[config.mk]
export PLATFORM = sky130hd
export DESIGN_NAME = data_memory_ctrl
export DESIGN_NICKNAME = d
export VERILOG_FILES = /design/src/rtl/data_memory_ctrl.sv
export SDC_FILE = /design/constraint.sdc
export NUM_CORES = 2
export LEC_CHECK = 0
export CORE_MARGIN = 10
export CORE_UTILIZATION = 50
export CTS_CLUSTER_SIZE = 28
export DETAILED_ROUTE_END_ITERATION = 6
export PLACE_DENSITY = 0.65
export SKIP_CTS_REPAIR_TIMING = 1
export SLEW_MARGIN = 10
export SYNTH_ARGS = -nofsm -noshare
export SYNTH_HDL_FRONTEND = slang
export SYNTH_SLANG_ARGS = --single-unit
[constraint.sdc]
create_clock -name clk -period 31.8 [get_ports clk]
set_input_delay 6.36 -clock clk [delete_from_list [all_inputs] [get_ports clk]]
set_output_delay 6.36 -clock clk [all_outputs]
set_load 0.02 [all_outputs]
[src/rtl/data_memory_ctrl.sv]
// Byte-addressable data memory controller: load/store with byte and word variants.
// Misaligned words take two row accesses. Contents are filled with byte k = k[7:0] after reset.
module data_memory_ctrl #(
  parameter int DATA_W = 16,
  parameter int DEPTH  = 256,
  parameter int ADDR_W = 16
) (
  input  logic              clk,
  input  logic              reset,
  input  logic              req_valid,
  output logic              req_ready,
  input  logic              req_we,
  input  logic [3:0]        req_func,
  input  logic [ADDR_W-1:0] req_addr,
  input  logic [DATA_W-1:0] req_wdata,
  output logic              rsp_valid,
  output logic [DATA_W-1:0] rsp_data,
  output logic              rsp_err,
  output logic              wb_sel,
  output logic              init_busy
);

  localparam int BYTES = DATA_W / 8;
  localparam int ROWS  = DEPTH / BYTES;
  localparam int OFF_W = $clog2(BYTES);
  localparam int ROW_W = $clog2(ROWS);

  localparam logic [1:0] INIT  = 2'd0;
  localparam logic [1:0] IDLE  = 2'd1;
  localparam logic [1:0] SPLIT = 2'd2;

  localparam logic [1:0] V_LBU  = 2'd0;
  localparam logic [1:0] V_LBS  = 2'd1;
  localparam logic [1:0] V_WORD = 2'd2;

  localparam logic [ADDR_W:0] DEPTH_X    = (ADDR_W+1)'(DEPTH);
  localparam logic [ADDR_W:0] LAST_OFF_X = (ADDR_W+1)'(BYTES - 1);

  logic [DATA_W-1:0] mem [ROWS];

  logic [1:0]       state_reg;
  logic [ROW_W-1:0] init_row_reg;
  logic             rsp_valid_reg;
  logic             rsp_err_reg;
  logic             wb_sel_reg;

  logic [DATA_W-1:0] rd_reg;
  logic [DATA_W-1:0] first_reg;
  logic [OFF_W-1:0]  resp_off_reg;
  logic [1:0]        resp_var_reg;
  logic              resp_split_reg;
  logic [ROW_W-1:0]  split_row_reg;
  logic              split_we_reg;
  logic [DATA_W-1:0] split_wdata_reg;
  logic [BYTES-1:0]  split_be_reg;

  logic [1:0]        req_var;
  logic [OFF_W-1:0]  req_off;
  logic [ROW_W-1:0]  req_row;
  logic [ADDR_W:0]   addr_x;
  logic [ADDR_W:0]   last_x;
  logic              req_err;
  logic              req_split;
  logic              accept;
  logic              unused_func;

  assign req_var     = req_func[2:1];
  assign unused_func = ^{req_func[3], req_func[0]};
  assign req_off     = req_addr[OFF_W-1:0];
  assign req_row     = req_addr[OFF_W+ROW_W-1:OFF_W];
  assign addr_x      = {1'b0, req_addr};
  assign last_x      = addr_x + LAST_OFF_X;

  // Word accesses must fit entirely inside the memory; no wrap-around.
  assign req_err = (req_var == 2'd3) || (req_var == V_LBS && req_we) ||
                   (addr_x >= DEPTH_X) || (req_var == V_WORD && last_x >= DEPTH_X);
  assign req_split = (req_var == V_WORD) && (req_off != '0);
  assign accept    = req_valid && (state_reg == IDLE) && !reset;

  // Store data and byte enables across two rows; the upper halves feed the SPLIT cycle.
  logic [2*DATA_W-1:0] st_wide;
  logic [2*BYTES-1:0]  be_wide;
  logic [BYTES-1:0]    byte_be;

  assign st_wide = {{DATA_W{1'b0}}, req_wdata} << {req_off, 3'b000};
  assign be_wide = {{BYTES{1'b0}}, {BYTES{1'b1}}} << req_off;
  assign byte_be = {{(BYTES-1){1'b0}}, 1'b1} << req_off;

  logic [DATA_W-1:0] init_data;

  for (genvar gi = 0; gi < BYTES; gi++) begin : g_init_byte
    assign init_data[gi*8 +: 8] = 8'(32'(init_row_reg) * 32'(BYTES) + 32'(gi));
  end

  logic              wr_en;
  logic [ROW_W-1:0]  wr_row;
  logic [BYTES-1:0]  wr_be;
  logic [DATA_W-1:0] wr_data;
  logic [ROW_W-1:0]  rd_row;

  always_comb begin
    wr_en   = 1'b0;
    wr_row  = req_row;
    wr_be   = '0;
    wr_data = st_wide[DATA_W-1:0];
    case (state_reg)
      INIT: begin
        wr_en   = 1'b1;
        wr_row  = init_row_reg;
        wr_be   = '1;
        wr_data = init_data;
      end
      SPLIT: begin
        wr_en   = split_we_reg;
        wr_row  = split_row_reg;
        wr_be   = split_be_reg;
        wr_data = split_wdata_reg;
      end
      default: begin
        if (accept && req_we && !req_err) begin
          wr_en = 1'b1;
          wr_be = (req_var == V_WORD) ? be_wide[BYTES-1:0] : byte_be;
        end
      end
    endcase
  end

  assign rd_row = (state_reg == SPLIT) ? split_row_reg : req_row;

  always_ff @(posedge clk) begin
    if (wr_en && !reset) begin
      for (int b = 0; b < BYTES; b++) begin
        if (wr_be[b]) mem[wr_row][b*8 +: 8] <= wr_data[b*8 +: 8];
      end
    end
    rd_reg <= mem[rd_row];
  end

  always_ff @(posedge clk) begin
    if (state_reg == SPLIT) first_reg <= rd_reg;
    if (accept) begin
      resp_off_reg    <= req_off;
      resp_var_reg    <= req_var;
      resp_split_reg  <= req_split && !req_err;
      split_row_reg   <= req_row + ROW_W'(1);
      split_we_reg    <= req_we;
      split_wdata_reg <= st_wide[2*DATA_W-1:DATA_W];
      split_be_reg    <= be_wide[2*BYTES-1:BYTES];
    end
  end

  always_ff @(posedge clk) begin
    if (reset) begin
      state_reg     <= INIT;
      init_row_reg  <= '0;
      rsp_valid_reg <= 1'b0;
      rsp_err_reg   <= 1'b0;
      wb_sel_reg    <= 1'b0;
    end else begin
      rsp_valid_reg <= 1'b0;
      rsp_err_reg   <= 1'b0;
      wb_sel_reg    <= 1'b0;
      case (state_reg)
        INIT: begin
          init_row_reg <= init_row_reg + ROW_W'(1);
          if (init_row_reg == ROW_W'(ROWS - 1)) state_reg <= IDLE;
        end
        IDLE: begin
          if (accept) begin
            if (req_err) begin
              rsp_valid_reg <= 1'b1;
              rsp_err_reg   <= 1'b1;
            end else if (req_split) begin
              state_reg <= SPLIT;
            end else begin
              rsp_valid_reg <= 1'b1;
              wb_sel_reg    <= !req_we;
            end
          end
        end
        SPLIT: begin
          rsp_valid_reg <= 1'b1;
          wb_sel_reg    <= !split_we_reg;
          state_reg     <= IDLE;
        end
        default: state_reg <= INIT;
      endcase
    end
  end

  // Load assembly: for a split word the first row supplies the low bytes.
  logic [2*DATA_W-1:0] rd_wide;
  logic [DATA_W-1:0]   ld_word;
  logic [7:0]          ld_byte;
  logic [DATA_W-1:0]   ld_val;

  assign rd_wide = resp_split_reg ? {rd_reg, first_reg} : {{DATA_W{1'b0}}, rd_reg};
  assign ld_word = DATA_W'(rd_wide >> {resp_off_reg, 3'b000});
  assign ld_byte = ld_word[7:0];

  always_comb begin
    ld_val = ld_word;
    case (resp_var_reg)
      V_LBU:   ld_val = {{(DATA_W-8){1'b0}}, ld_byte};
      V_LBS:   ld_val = {{(DATA_W-8){ld_byte[7]}}, ld_byte};
      default: ld_val = ld_word;
    endcase
  end

  assign req_ready = (state_reg == IDLE) && !reset;
  assign init_busy = (state_reg == INIT) || reset;
  assign rsp_valid = rsp_valid_reg && !reset;
  assign rsp_err   = rsp_valid && rsp_err_reg;
  assign wb_sel    = rsp_valid && wb_sel_reg;
  assign rsp_data  = wb_sel ? ld_val : '0;

endmodule

* Word level (Yosys, flattened, before mapping)
Memory sizes are Yosys's and may differ from the RTL's. A register that Yosys moved wholly into a read port is not among the register bits.
Cells that the tools add are included.
W data, S select, Z words.
** Cells by class
- $add $sub $neg :: 4
- $lt $le $gt $ge :: 2
- Equal/unequal tests :: 11
- Shifts and indexed selects :: 4
- Muxes and demuxes :: 31
- Bitwise operators :: 2
- Reductions and logical operators :: 25
** Operator list (number)
- $pmux W16 S2 :: 2
- $mux W32 :: 1
- $shl A16 B4 Y32 :: 1
- $shr A32 B4 Y16 :: 1
- $add A16 B1 Y17 const B :: 1
- $ge A17 B9 Y1 const B :: 1
- $ge A16 B9 Y1 const B :: 1
- $mux W16 :: 1
- $add A7 B1 Y7 const B :: 2
- $mux W1 :: 14
- $pmux W7 S2 :: 1
- $logic_and A1 B1 Y1 :: 13
- $mux W2 :: 6
- $add A8 B1 Y8 const B :: 1
- $ne A2 B2 Y1 const B :: 4
- $eq A7 B7 Y1 const B :: 1
- $mux W7 :: 1
- $eq A2 B1 Y1 const B :: 3
- $eq A2 B2 Y1 const B :: 3
- $pmux W1 S2 :: 3
- $pmux W2 S3 :: 1
- $logic_not A1 Y1 :: 4
- $logic_not A2 Y1 :: 2
- $logic_or A1 B1 Y1 :: 4
- 6 further kinds :: 7
** Word-level totals
- Flip-flop bits (word level) :: 58
- Bits in writable memories :: 2048
- Input bits :: 40
- Output and inout port bits :: 21
- Logic and storage cells :: 93
- Memories :: 1
** Memories
- mem :: depth 128, bits a word 16, rd ports 1, clocked after Yosys merged registers in 1, wr ports 1, line 39 : logic [DATA_W-1:0] mem [ROWS];

* Logic depth before layout (Yosys ltp)
- Depth in word-level cells :: 12
- Mapped depth :: 14
- Depth with buffers taken out :: 11

* Worst setup path before layout
No wires, ideal clock.
- Path kind :: input to register
- Start :: input req_addr[0]
- End :: memory mem[0][0], data pin
- Setup time :: 1590 ps
- Arrival time :: 14100 ps
- Required time :: 30210 ps
- Setup slack :: 16110 ps
- Stages on the path :: 3
- Path buffers :: 2
- Cells stage by stage :: buf_1 -> clkbuf_1 -> o41ai_1
** Between the ends
- Cells in the longest elaborated chain, start to end :: 2
** RTL lines
- start, declared :: line 14 : input logic [ADDR_W-1:0] req_addr,
- $shl A16 B4 Y32 :: line 85 : assign st_wide = {{DATA_W{1'b0}}, req_wdata} << {req_off, 3'b000};
- $pmux W16 S2 :: line 106 : case (state_reg)
- via wr_data[0] :: line 98 : logic [DATA_W-1:0] wr_data;
- end, declared :: line 39
The timed path passes the listed nets, and every way through them passes these cells.

* Worst setup path after layout
- Start :: input reset
- End :: output rsp_data[10]
** Between the ends
- Cells in the longest elaborated chain, start to end :: 4
** RTL lines
- start, declared :: line 9 : input logic reset,
- $logic_not A1 Y1 :: line 212 : assign rsp_valid = rsp_valid_reg && !reset;
- $logic_and A1 B1 Y1 :: line 212
- $logic_and A1 B1 Y1 :: line 214 : assign wb_sel = rsp_valid && wb_sel_reg;
- $mux W16 :: line 215 : assign rsp_data = wb_sel ? ld_val : '0;
- end, declared :: line 17 : output logic [DATA_W-1:0] rsp_data,
No other way between the ends.

==> impl.org <==
** Pwr
- For this design the ratio of total power to cell area is ~64 nW/µm².
- Maximum ir drop on the vdd rail :: about 0.000063 V
- Static leakage :: between 30 and 40 nW

** Clock network
- Clock-pin slew was measured on the worst setup and hold paths at about 0.060 ns.
- The cell sitting at the root of the clock tree is a sky130_fd_sc_hd__clkbuf_16.
- Clk sinks :: between 2000 and 2500
- Clk Latency, worst-skew pair :: just over 0.8 ns
- The clock passes through at most 3 buffers.
- TritonCTS built the clock tree.
- Counting the buffers created by CTS gives 201.
- The H-tree was split into 4 levels.

** Setup path
- For this run, the slowest stage of the critical path takes approximately 0.74 ns.
- Required time of the worst setup path :: between 20 and 30 ns
- Reg2Reg Launch Point :: state_reg[0]$_SDFFE_PP0P_
- Series of cell instances along the critical path :: clkdlybuf4s50_1 > nor2b_1 > nand2_1 > inv_1 > nand2_1 > a21oi_1 > clkdlybuf4s50_1
- The critical path is of the in2out type.
- Biggest fanout along the worst timing path :: 15
- Register-to-Register Setup Slack :: approximately 25 ns
- STA classifies the critical path startpoint as a primary input.
- The worst setup path is captured at an output pin.
- The critical path contains buffers and inverters numbering 3 combined.
- Worst path top cell family by delay :: buffers and inverters
- The number of cells on the worst reg-to-reg path is 13.
- Capture point of the worst reg-to-reg path :: rd_reg[6]$_DFF_P_
- Critical-path top delay cell :: sky130_fd_sc_hd__clkdlybuf4s50_1
- Arrival @ worst endpoint :: around 8.8 ns

** Die
- Die Area :: between 150000 and 200000 µm²
- CORE AREA :: around 170000 µm²
- Row generation in the floorplan step produced 149 rows.
- Ports :: 61
- Die Ht :: around 430 µm
- Measured along the x axis, the die boundary spans approximately 430 µm.
- Initial cell density of the core :: 0.504

** Layout
- Layout-stage area growth over the synthesis result :: 11.5%
- Of the cells placed in the final design, the portion with a size suffix greater than 1 is 0.0711.
- Antenna diode count :: 0
- Final #Nets :: roughly 6000
- The register with the most flip-flops in the layout has between 2000 and 2500 of them.
- Core Util, Final :: 0.562
- Filler Cells Inserted :: ~13000

** STA
- Setup repair after global routing left no endpoint under its margin.
- Final-report setup violation count :: 0
- Clock skew on the completed layout was measured at approximately 0.02 ns.
- Final max-slew violation count :: 0
- Final Hold Fails :: 0
- Measured slew at the worst slew-check pin :: about 1.3 ns
- Sum Neg Setup Slack :: 0 ns
- The smallest clock period supported by the final layout is computed as approximately 15 ns.
- The worst pin sits at a relative slew slack of 0.144.
- Highest achievable clock rate :: 66.0 MHz
- Dividing the final minimum period by the clock period gives 0.477.

** Logic synthesis
- The share of synthesized area in the top cell type comes to 0.751.
- Post-synth EDFFs :: between 2000 and 2500
- Post-synthesis instance total :: 6027
- Synthesis inferred ~2100 register bits.
- The netlist uses between 50 and 60 different library cells.
- Summed over all instances, the cell type with the most area after synthesis is sky130_fd_sc_hd__edfxtp_1.
- Share of async-settable or async-resettable flops after synthesis :: 0
- Top cells by area, synth :: sky130_fd_sc_hd__edfxtp_1 75%, sky130_fd_sc_hd__nand2_1 6.0%, sky130_fd_sc_hd__mux2i_1 4.9%
- Most used flip-flop cell after synthesis :: sky130_fd_sc_hd__edfxtp_1
- Post-synthesis instance area :: 83400 µm²
- Mean post-synth cell area :: 13.8 µm²
- Counting every net in the synthesized netlist gives 6072.
- Yosys printed 0 warnings.
- The share of the Yosys chip area taken by registers is 0.757.

** Placed design
- The congestion estimate from routability-driven global placement came to 0.867.
- DPL Wire Length :: ~120000 µm
- Number of buffers added on ports :: between 50 and 60

** Routing
- Via count :: around 50000
- After detailed routing, the number of vias per cell comes to between 5 and 6.
- Antenna violation net count after detailed routing :: 0
- The first detailed-routing pass took 6 iterations.
- Detailed router's first-iteration violation count :: 5738
- In the final routed layout, each cell accounts on average for 25.3 µm.
- Remaining design rule violation count :: 0
- Routed wire length :: between 200000 and 250000 µm

** Flow run
- Across the run, the number of max-cap violations was 0.

** Global routing
- Global route total overflow :: 0
- First-pass GRT wire length :: 314000 µm
- Maximum number of pins on one net before global-route repair :: approximately 150
- The initial antenna violation count came to 6.
- The number of global-route vias before repair is between 40000 and 50000.
- Across every metal layer, demand over resource in global routing totals 0.224.

** Worst hold path
- The min-delay analysis places its worst path in the category reg2reg.
- HP Start :: state_reg[1]$_SDFFE_PP0P_
- Hold Path Depth :: 2
- For hold timing, the worst endpoint is state_reg[1]$_SDFFE_PP0P_.

** Run status
- Outcome :: completed
[logic make-up (layout without fill, tap and decap cells)]
family | after synthesis | count (layout) | synth area share
AO/OA/AOI/OAI | 1007 | 1007 | 0.0659
XOR/XNOR | 11 | 11 | 0.00116
adder cells (fa/ha/maj) | 5 | 5 | 0.000750
buffers and inverters | 405 | 554 | 0.0191
flip-flops | 2112 | 2112 | 0.757
multiplexers | 409 | 409 | 0.0492
AND/OR/NAND/NOR | 2078 | 2078 | 0.107
[worst reg2reg max path: stages, from the launching register on]
cell and delay (ns):
sky130_fd_sc_hd__dfxtp_1 0.36, sky130_fd_sc_hd__inv_1 0.12, sky130_fd_sc_hd__ha_2 0.31, sky130_fd_sc_hd__buf_4 0.62, sky130_fd_sc_hd__mux2i_4 0.41, sky130_fd_sc_hd__buf_4 0.60, sky130_fd_sc_hd__buf_4 0.83, sky130_fd_sc_hd__buf_4 0.98
sky130_fd_sc_hd__mux2i_1 0.32, sky130_fd_sc_hd__o22ai_1 0.11, sky130_fd_sc_hd__nor4_1 0.28, sky130_fd_sc_hd__nor3_1 0.18, sky130_fd_sc_hd__nor4_1 1.10, sky130_fd_sc_hd__o221ai_1 0.34
[cell usage in the layout (no fill, tap or decap), types with 8 or more instances in the layout]
cell type,n
sky130_fd_sc_hd__edfxtp_1,2084
sky130_fd_sc_hd__nand2_1,1335
sky130_fd_sc_hd__a21oi_1,661
sky130_fd_sc_hd__mux2i_1,402
sky130_fd_sc_hd__nor4_1,276
sky130_fd_sc_hd__nor2_1,272
sky130_fd_sc_hd__clkbuf_16,211
sky130_fd_sc_hd__o21ai_0,135
sky130_fd_sc_hd__o22ai_1,129
sky130_fd_sc_hd__buf_4,95
sky130_fd_sc_hd__nor3_1,85
sky130_fd_sc_hd__clkinv_1,59
sky130_fd_sc_hd__clkdlybuf4s50_1,58
sky130_fd_sc_hd__clkinv_2,37
sky130_fd_sc_hd__clkbuf_1,34
sky130_fd_sc_hd__or4_1,32
sky130_fd_sc_hd__dfxtp_1,28
sky130_fd_sc_hd__and2_1,18
sky130_fd_sc_hd__bufinv_16,18
sky130_fd_sc_hd__inv_1,16
sky130_fd_sc_hd__o221ai_1,16
sky130_fd_sc_hd__a211oi_1,15
sky130_fd_sc_hd__nor2b_1,14
sky130_fd_sc_hd__nand3_1,10
sky130_fd_sc_hd__o21bai_4,10
sky130_fd_sc_hd__buf_12,8
[final cells by class]
cell class	instances	area (µm²)	area share
Sequential cell	2112	63100	0.679
Multi-Input combinational cell	3510	19000	0.205
Clock buffer	251	5490	0.0591
Tap cell	2189	2740	0.0295
Timing Repair Buffer	161	1450	0.0156
Clock inverter	124	1060	0.0114
Inverter	18	72.6	0.000781
[per-layer routing]
metal / vias to the layer above / wire (µm) / global-route usage
li1: 22463 / - / -
met1: 25067 / 87800 / 0.314
met3: 366 / 16300 / 0.0326
met4: 0 / 6590 / 0.0733
met2: 2134 / 101000 / 0.359
met5: - / 0 / 0
[worst max path at each step]
stage / end / start / depth (start not counted) / slack (ns)
4_1_cts: rsp_data[10] / reset / 7 / 16.63
5_1_grt: rsp_data[11] / reset / 7 / 16.47
6_report: rsp_data[10] / reset / 7 / 16.64
2_1_floorplan: mem[0][0]$_DFFE_PP_ / req_addr[0] / 3 / 16.11
3_5_place_dp: rsp_data[10] / reset / 7 / 16.64
3_3_place_gp: rsp_data[11] / reset / 7 / 16.60
[Yosys cell counts, types with 18 or more instances]
library cell               count
sky130_fd_sc_hd__edfxtp_1   2084
sky130_fd_sc_hd__nand2_1    1335
sky130_fd_sc_hd__a21oi_1     661
sky130_fd_sc_hd__mux2i_1     404
sky130_fd_sc_hd__nor2_1      276
sky130_fd_sc_hd__nor4_1      276
sky130_fd_sc_hd__clkbuf_1    265
sky130_fd_sc_hd__o21ai_0     138
sky130_fd_sc_hd__o22ai_1     129
sky130_fd_sc_hd__nor3_1       92
sky130_fd_sc_hd__buf_1        64
sky130_fd_sc_hd__buf_2        57
sky130_fd_sc_hd__or4_1        32
sky130_fd_sc_hd__dfxtp_1      28
sky130_fd_sc_hd__and2_1       18
sky130_fd_sc_hd__inv_1        18
[report_power, final]
group	leakage (nW)	total, mW	switching [mW]	internal [mW]
registers	19.4	3.14	0.0113	3.13
logic	8.61	0.389	0.306	0.0831
clock network	3.22	2.38	1.02	1.36
[per-stage QoR]
stage          instances  power (mW)  setup WS (ns)  area, µm²  hold WS [ns]
3_5_place_dp        7990        3.59          16.64      86400         0.484
6_report            8365        5.91          16.64      93000         0.491
3_3_place_gp        7990        3.58          16.60      86400         0.485
4_1_cts             8365        5.93          16.63      92900         0.491
2_1_floorplan       6027        3.42          16.11      83400         0.404
5_1_grt             8365        6.07          16.47      93000         0.539
(Power assumes the default switching activity.)
